### src/rtl/uart_tx_periph.sv
// Memory-mapped 8N1 UART transmitter with a TX FIFO, status and baud divisor registers.
// Build option: define UART_TX_PARITY_EN to add an even-parity bit to every frame.

// Generic synchronous FIFO with extended pointers.
// Latency: a pushed entry is visible on out_dat the cycle after the push.
// Backpressure: in_rdy drops when full; a push while full is still taken if a pop happens the same cycle.
module sync_fifo #(
    parameter int DEPTH = 8,
    parameter int WIDTH = 8
) (
    input  logic                   clk,
    input  logic                   rst,
    input  logic                   in_vld,
    input  logic [WIDTH-1:0]       in_dat,
    output logic                   in_rdy,
    output logic                   out_vld,
    output logic [WIDTH-1:0]       out_dat,
    input  logic                   out_rdy,
    output logic [$clog2(DEPTH):0] count
);
    localparam int AW = $clog2(DEPTH);
    localparam logic [AW:0] PTR_ONE = 1;

    logic [AW:0]      wr_ptr;
    logic [AW:0]      rd_ptr;
    logic [WIDTH-1:0] mem [DEPTH];
    logic             do_push;
    logic             do_pop;

    // Same index with differing wrap bits means the FIFO holds DEPTH entries.
    assign out_vld = (wr_ptr != rd_ptr);
    assign in_rdy  = !((wr_ptr[AW] != rd_ptr[AW]) && (wr_ptr[AW-1:0] == rd_ptr[AW-1:0]));
    assign do_pop  = out_vld && out_rdy;
    assign do_push = in_vld && (in_rdy || do_pop);
    assign out_dat = mem[rd_ptr[AW-1:0]];
    assign count   = wr_ptr - rd_ptr;

    always_ff @(posedge clk or posedge rst) begin
        if (rst) begin
            wr_ptr <= '0;
            rd_ptr <= '0;
        end else begin
            if (do_push) wr_ptr <= wr_ptr + PTR_ONE;
            if (do_pop)  rd_ptr <= rd_ptr + PTR_ONE;
        end
    end

    always_ff @(posedge clk) begin
        if (do_push) mem[wr_ptr[AW-1:0]] <= in_dat;
    end
endmodule

// UART TX peripheral on the data-memory bus: TXDATA / STATUS / BAUD registers.
// Latency: a TXDATA write on edge N starts the frame (tx falls) on edge N+1 when idle.
// Backpressure: none on the bus; pushes into a full FIFO are dropped and flagged in STATUS.overflow.
module uart_tx_periph #(
    parameter int          FIFO_DEPTH  = 8,
    parameter logic [15:0] DEFAULT_DIV = 16'd867
) (
    input  logic        clk,
    input  logic        rst,
    input  logic        ce,
    input  logic        we,
    input  logic [3:0]  sel,
    input  logic [31:0] wraddr,
    input  logic [31:0] wdata,
    output logic [31:0] rdata,
    output logic        tx,
    output logic        tx_irq
);
    localparam int CW = $clog2(FIFO_DEPTH) + 1;
`ifdef UART_TX_PARITY_EN
    localparam logic PAR_FLAG = 1'b1;
`else
    localparam logic PAR_FLAG = 1'b0;
`endif

    typedef enum logic [2:0] {
        IDLE,
        START,
        DATA,
`ifdef UART_TX_PARITY_EN
        PARITY,
`endif
        STOP
    } state_t;

    state_t        state;
    logic [15:0]   div;
    logic [15:0]   div_lat;
    logic [15:0]   baud_cnt;
    logic [7:0]    shreg;
    logic [2:0]    bit_idx;
    logic          ovf;
`ifdef UART_TX_PARITY_EN
    logic          par_bit;
`endif

    logic          wr_txdata;
    logic          wr_status;
    logic          wr_baud;
    logic          fifo_in_rdy;
    logic          fifo_out_vld;
    logic [7:0]    fifo_out_dat;
    logic [CW-1:0] fifo_count;
    logic          pop;
    logic          busy;
    logic [31:0]   status;
    logic          unused_bits;

    assign wr_txdata = ce && we && sel[0] && (wraddr[3:2] == 2'd0);
    assign wr_status = ce && we && (wraddr[3:2] == 2'd1);
    assign wr_baud   = ce && we && (wraddr[3:2] == 2'd2);
    assign pop       = (state == IDLE) && fifo_out_vld;
    assign busy      = (state != IDLE);
    assign tx_irq    = !fifo_out_vld && !busy;

    sync_fifo #(
        .DEPTH (FIFO_DEPTH),
        .WIDTH (8)
    ) u_fifo (
        .clk     (clk),
        .rst     (rst),
        .in_vld  (wr_txdata),
        .in_dat  (wdata[7:0]),
        .in_rdy  (fifo_in_rdy),
        .out_vld (fifo_out_vld),
        .out_dat (fifo_out_dat),
        .out_rdy (pop),
        .count   (fifo_count)
    );

    assign status = {16'h0, 8'(fifo_count), 3'b000, PAR_FLAG, ovf,
                     !fifo_out_vld, !fifo_in_rdy, busy};

    always_comb begin
        rdata = 32'h0;
        if (ce) begin
            case (wraddr[3:2])
                2'd1:    rdata = status;
                2'd2:    rdata = {16'h0, div};
                default: rdata = 32'h0;
            endcase
        end
    end

    // A drop only happens when full and the serializer is not popping this cycle.
    always_ff @(posedge clk or posedge rst) begin
        if (rst) begin
            div <= DEFAULT_DIV;
            ovf <= 1'b0;
        end else begin
            if (wr_baud && sel[0]) div[7:0]  <= wdata[7:0];
            if (wr_baud && sel[1]) div[15:8] <= wdata[15:8];
            if (wr_txdata && !fifo_in_rdy && !pop)
                ovf <= 1'b1;
            else if (wr_status && sel[0] && wdata[3])
                ovf <= 1'b0;
        end
    end

    // Divisor is latched at pop so BAUD writes only affect the following frame.
    always_ff @(posedge clk or posedge rst) begin
        if (rst) begin
            state    <= IDLE;
            tx       <= 1'b1;
            shreg    <= 8'h0;
            bit_idx  <= 3'd0;
            baud_cnt <= 16'h0;
            div_lat  <= 16'h0;
`ifdef UART_TX_PARITY_EN
            par_bit  <= 1'b0;
`endif
        end else begin
            case (state)
                IDLE: begin
                    tx <= 1'b1;
                    if (fifo_out_vld) begin
                        shreg    <= fifo_out_dat;
                        div_lat  <= div;
                        baud_cnt <= div;
                        bit_idx  <= 3'd0;
                        tx       <= 1'b0;
                        state    <= START;
`ifdef UART_TX_PARITY_EN
                        par_bit  <= ^fifo_out_dat;
`endif
                    end
                end
                START: begin
                    if (baud_cnt == 16'h0) begin
                        baud_cnt <= div_lat;
                        tx       <= shreg[0];
                        state    <= DATA;
                    end else begin
                        baud_cnt <= baud_cnt - 16'd1;
                    end
                end
                DATA: begin
                    if (baud_cnt == 16'h0) begin
                        baud_cnt <= div_lat;
                        if (bit_idx == 3'd7) begin
`ifdef UART_TX_PARITY_EN
                            tx    <= par_bit;
                            state <= PARITY;
`else
                            tx    <= 1'b1;
                            state <= STOP;
`endif
                        end else begin
                            bit_idx <= bit_idx + 3'd1;
                            shreg   <= shreg >> 1;
                            tx      <= shreg[1];
                        end
                    end else begin
                        baud_cnt <= baud_cnt - 16'd1;
                    end
                end
`ifdef UART_TX_PARITY_EN
                PARITY: begin
                    if (baud_cnt == 16'h0) begin
                        baud_cnt <= div_lat;
                        tx       <= 1'b1;
                        state    <= STOP;
                    end else begin
                        baud_cnt <= baud_cnt - 16'd1;
                    end
                end
`endif
                STOP: begin
                    tx <= 1'b1;
                    if (baud_cnt == 16'h0)
                        state <= IDLE;
                    else
                        baud_cnt <= baud_cnt - 16'd1;
                end
                default: begin
                    tx    <= 1'b1;
                    state <= IDLE;
                end
            endcase
        end
    end

    assign unused_bits = ^{wraddr[31:4], wraddr[1:0], wdata[31:16], sel[3:2]};
endmodule

### config.mk
export PLATFORM = sky130hd
export DESIGN_NAME = uart_tx_periph
export DESIGN_NICKNAME = d
export VERILOG_FILES = /design/src/rtl/uart_tx_periph.sv
export SDC_FILE = /design/constraint.sdc
export NUM_CORES = 1
export LEC_CHECK = 0
export ABC_AREA = 1
export CORE_ASPECT_RATIO = 1.75
export CORE_MARGIN = 2
export CORE_UTILIZATION = 30
export DETAILED_ROUTE_END_ITERATION = 6
export RECOVER_POWER = 25
export SLEW_MARGIN = 30
export SYNTH_ARGS = -nofsm -noshare
export SYNTH_HDL_FRONTEND = slang
export SYNTH_SLANG_ARGS = --single-unit
### constraint.sdc
create_clock -name clk -period 2.3 [get_ports clk]
set_input_delay 0.23 -clock clk [delete_from_list [all_inputs] [get_ports clk]]
set_output_delay 0.23 -clock clk [all_outputs]
set_load 0.02 [all_outputs]
# Word level (Yosys, flattened, before mapping)
# Memories as Yosys holds them, arrays and structs flattened.
# Cells that the tools add are included.
# W data, S select, Z words.
dict set report classes {
  mux 29
  reduce_logical 34
  eq_ne 16
  magnitude_cmp 0
  n_shift 0
  add_sub_neg 5
  div 0
  multipliers 0
  bitwise_logic 0
}
# op count
set op_table {}
lappend op_table {{$mux W16} 3}
lappend op_table {{$pmux W16 S3} 1}
lappend op_table {{$mux W32} 1}
lappend op_table {{$pmux W16 S2} 1}
lappend op_table {{$mux W3} 8}
lappend op_table {{$mux W8} 3}
lappend op_table {{$logic_and A1 B1 Y1} 16}
lappend op_table {{$logic_not A16 Y1} 1}
lappend op_table {{$pmux W8 S2} 1}
lappend op_table {{$sub A16 B1 Y16 const B} 1}
lappend op_table {{$ne A2 B2 Y1 const B} 7}
lappend op_table {{$pmux W3 S4} 1}
lappend op_table {{$add A4 B1 Y4 const B} 2}
lappend op_table {{$mux W1} 8}
lappend op_table {{$eq A3 B2 Y1 const B} 2}
lappend op_table {{$pmux W3 S2} 1}
lappend op_table {{$reduce_bool A3 Y1} 2}
lappend op_table {{$reduce_and A5 Y1} 1}
lappend op_table {{$logic_not A1 Y1} 4}
lappend op_table {{$ne A4 B4 Y1} 1}
lappend op_table {{$reduce_and A2 Y1} 2}
lappend op_table {{$reduce_and A4 Y1} 1}
lappend op_table {{$reduce_bool A2 Y1} 2}
lappend op_table {{$sub A4 B4 Y4} 1}
lappend op_table {{13 further kinds} 13}
dict set report totals {
  memories 1
  romBits 0
  out_inout_bits 34
  latch_bits 0
  inputBits 72
  reg_bits 72
  ramBits 64
}
# name words width read_ports rd_ports_with_merged_regs write_ports line_no
set mem_list {}
lappend mem_list {u_fifo.mem 8 8 1 0 1 26} ;# logic [WIDTH-1:0] mem [DEPTH];

# Depth between registers and ports, before layout
dict set report depth {
  word_depth 7
  depth_mapped 12
  ltp_nobuf 12
}

# By module
# From an unflattened synthesis, not the netlist that was laid out.
dict set report hier_totals {
  hier_cells 870
  hier_area_um2 7290.7
}
# module instances cells_each seq_area_each_um2 area_each_um2
set by_module_without_submodules {}
lappend by_module_without_submodules {uart_tx_periph 1 562 1585.3 4018.9}
lappend by_module_without_submodules {sync_fifo 1 308 2122.0 3271.9}

# Worst setup path before layout
# No wires, ideal clock.
dict set report synth_path {
  path_kind {register -> register}
  start {reg u_fifo.rd_ptr[1]}
  end {mem u_fifo.mem[7][0] (enable)}
  t_required_ps 1926
  path_stages_with_launch 11
  setup_slack_ps -100
  period_less_slack_ps 2400
  path_buffers 1
  t_arrival_ps 2026
  cell_sequence {dfrtp_1 -> inv_1 -> clkbuf_1 -> ha_1 -> inv_1 -> nor3_4 -> nand3_1 -> nand2_1 -> inv_1 -> nand2_1 -> nor2_1}
}
dict set report synth_via {
  elab_chain_cells 7
  elab_cells_between_ends 10
  cone_classes {2 x eq/ne; 2 x mux; 6 x reduce/logical}
}
# element line_no
set synth_lines {}
lappend synth_lines {{start: declaration} 25} ;# logic [AW:0] rd_ptr;
lappend synth_lines {{start signal: assignment} 44} ;# if (do_pop) rd_ptr <= rd_ptr + PTR_ONE;
lappend synth_lines {{$ne A4 B4 Y1 / $eq A3 B3 Y1 (equally long branches)} {31, 32}}
lappend synth_lines {{$logic_and A1 B1 Y1, on equally long branches} {114, 32}}
lappend synth_lines {{$logic_and A1 B1 Y1 / $logic_not A1 Y1 (equally long branches)} {33, 32}}
lappend synth_lines {{$logic_or A1 B1 Y1 (*)} 34} ;# assign do_push = in_vld && (in_rdy || do_pop);
lappend synth_lines {{$logic_and A1 B1 Y1 (*)} 34}
lappend synth_lines {{$mux W1 (*)} 49} ;# if (do_push) mem[wr_ptr[AW-1:0]] <= in_dat;
lappend synth_lines {{$mux W1 (not written as such) (*)} 49}
lappend synth_lines {{end: declaration} 26}
# Mark *: on every way between the ends. The rest lies on a longest branch, timed or not.

# Worst setup path in the final report
dict set report layout_path {
  start {reg u_fifo.rd_ptr[1]}
  end {out rdata[10]}
}
dict set report layout_via {
  elab_chain_cells 3
}
# element line_no
set layout_lines {}
lappend layout_lines {{$sub A4 B4 Y4} 36} ;# assign count = wr_ptr - rd_ptr;
lappend layout_lines {{$pmux W16 S2} 139} ;# case (wraddr[3:2])
lappend layout_lines {{$mux W32} 138} ;# if (ce) begin
lappend layout_lines {{end: declaration} 67} ;# output logic [31:0] rdata,
# Every way passes these cells.

==> results.md <==
- Rows: 74
- Hold_sp: wdata[8]
- Core Area: 0.02324 mm2
- LEAKAGE: 3.973 nW
- Final worst path period share: 96.82%
- Largest net degree at the start of global routing: 36
- Comb power frac: 18.8%
- Via density: 4.663
- Total Routing Usage GR: 15.30%
- Setup violators final: 0
- Most frequent cells in the layout: 249 x nand2_1, 80 x nand3_1, 72 x inv_1
- CP Launch Point: u_fifo.rd_ptr[1]$_DFFE_PP0P_
- Dpl hpwl: 13.12 mm
- CTS Buffer Depth: 2
- CP endpoint kind: primary output
- Slew HR: 29.43%
- Vias in the first global route: 5626
- Clk slew on worst S/H paths: 0.06 ns
- Via count: 5651
- Seq/Total Area, Yosys: 52.68%
- Routed len/inst: 15.14 um
- Maximum capacitance violations: 0
- Top_reg_cell synth: edfxtp_1
- # port buffers: 41
- Async set-reset flop share out of synthesis: 52.59%
- Yosys reg bits: 135
- Number of top-level pins: 106
- Synth top area cells: edfxtp_1 27%, dfrtp_1 23%, nand2_1 13%
- Internal power: 4.904 mW
- Grt total ovfl: 0
- TritonCTS clock tree: yes
- Final Skew: 0.009422 ns
- Sw frac: 30.52%
- Post-Place Cell Area: 0.008003 mm2
- Antenna-violating nets left: 0
- Commonest non-fill, non-tap cell in the layout: nand2_1
- Clock sinks: 135
- Psw: 2.154 mW
- Root buf cell: clkbuf_16
- Clk_lat worst skew: 0.42 ns
- P&R area growth vs syn: 22.64%
- Slew Viols, Final: 0
- Fin crit period: 2.227 ns
- Power Dens Cells: 817.8 mW/mm2
- Critical Path AT: 2.00 ns
- Final #Nets: 983
- Die Area: 0.02474 mm2
- Die width: 119.8 um
- DRT Pass-1 Iters: 5
- Syn Area/Cell: 8.561 um2
- Share of cells above drive strength 1: 13.77%
- Post-Syn Instances: 822
- # DRC: 0
- Worst-Margin Slew: 1.059 ns
- FF-to-FF Start: u_fifo.wr_ptr[0]$_DFFE_PP0P_
- Unrepaired setup endpoints after global routing: yes
- Worst hold path class: input port to flip-flop
- Critical Setup Path Class: flip-flop to primary output
- Post-synth cell types: 44
- Part of the power in the clock network: 39.7%
- Die height: 206.6 um
- Gpl congestion: 0.8302
- Synth top area share: 27.31%
- EDFF count, synth: 64
- Initial antenna violation count: 0
- Post-route cell area: 0.008630 mm2
- Crit path max fanout: 3
- Fmax: 449.0 MHz
- Starting Density: 30.28%
- # fillers: 2332
- Total Routed Length: 18.36 mm
- # hold bufs at CTS: 0
- Cell area after synthesis: 0.007037 mm2
- First-pass GRT wire length: 29.20 mm
- Yosys top cell by area: edfxtp_1
- Outcome: complete, no violations
- Critical Path RT: 2.07 ns
- Tot Pwr: 7.058 mW
- CTS buffer count: 17
- Final Hold Vio Count: 0
- Startpoint Class: flip-flop
- H-tree Lvls: 4
- Sequential power share: 41.5%
- VDD IR-drop max: 391.3 uV
- Synth Warn #: 0
- Diodes inserted: 0
- Iteration-0 DRC Markers: 298
[final timing paths]
kind,to,slack (ns),cells after the start
min reg2reg,shreg[7]$_DFFE_PP0P_,0.48,2
max in group asynchronous,div_lat[11]$_DFFE_PP0P_,0.51,3
max,rdata[10],0.07,6
min in group asynchronous,shreg[3]$_DFFE_PP0P_,0.38,2
min,div[8]$_DFFE_PP1P_,0.37,3
max reg2reg,u_fifo.mem[5][0]$_DFFE_PP_,0.13,11
[what timing repair did]
action	in CTS	in global routing
buffers inserted	0	2
gates resized for setup	23	25
cloned	0	1
setup endpoints to repair	8	88
hold endpoints to repair	0	0
pin swaps	0	1
[sequential cells by signal, indices dropped and copies added, names as in the netlist]
signal         count
ovf                1
tx                 1
div               16
u_fifo.mem        64
u_fifo.wr_ptr      4
bit_idx            3
u_fifo.rd_ptr      4
shreg              8
div_lat           16
state              2
baud_cnt          16
[cell usage after synthesis, drive strengths merged (7+ instances only)]
| cell | count |
|---|---|
| dfrtp | 64 |
| inv | 78 |
| a21oi | 34 |
| clkbuf | 16 |
| nand2 | 256 |
| nand3 | 81 |
| edfxtp | 64 |
| dfstp | 7 |
| ha | 15 |
| buf | 33 |
| nor2 | 71 |
| o21ai | 60 |
| nand4 | 7 |
[power groups by stage]
stage	logic [mW]	clock network (mW)	registers [mW]
after CTS	1.31	2.83	2.93
final	1.33	2.80	2.93
after detailed placement	1.30	0	2.97
after global routing	1.53	2.95	2.95
after global placement	1.28	0	2.97
after floorplan	0.898	0	2.93
[layout make-up]
| class | instances | area (um2) | area share (%) |
|---|---|---|---|
| clock buffer | 17 | 425.4 | 4.930 |
| sequential | 135 | 3707 | 42.96 |
| timing repair buffer | 87 | 790.8 | 9.163 |
| clock inverter | 15 | 177.7 | 2.059 |
| multi-input combinational | 576 | 2853 | 33.06 |
| inverter | 78 | 295.3 | 3.422 |
| tap | 304 | 380.4 | 4.408 |
[critical path: stages (launching register included)]
cell,delay [ns]
dfrtp_1,0.42
buf_4,0.15
fa_1,0.43
xnor2_1,0.17
nand2_1,0.06
a21oi_1,0.17
buf_4,0.17
[metal layers]
layer  wire, um  track usage, %  vias up
met5          0               0        -
met4        703           7.899        0
met3        682           2.280       40
met2      10350           29.67      160
met1       6624           15.69     2650
li1           -               -     2801
[through the flow]
step | hold slack [ns] | TNS [ns] | setup slack, ns | utilization [%] | cells
6_report | 0.3694 | 0 | 0.07303 | 37.13 | 1212
5_1_grt | 0.3760 | -0.07359 | -0.05783 | 37.13 | 1212
4_1_cts | 0.1690 | 0 | 0.004576 | 36.97 | 1209
3_5_place_dp | 0.4602 | -0.3245 | -0.1077 | 34.44 | 1177
3_3_place_gp | 0.4579 | -0.2417 | -0.09130 | 34.44 | 1177
2_1_floorplan | 0.3289 | -4.280 | -0.08197 | - | 837
[cell families after synthesis]
kind of cell	after synthesis	synth area share (%)
flops	135	52.68
other cells	1	0.05329
simple gates	423	25.85
compound gates	110	8.802
buf+inv	127	8.126
fa+ha+maj	16	2.952
xor+xnor	9	1.387
mux	1	0.1423
No activity file was read; power rests on OpenSTA's default activity.
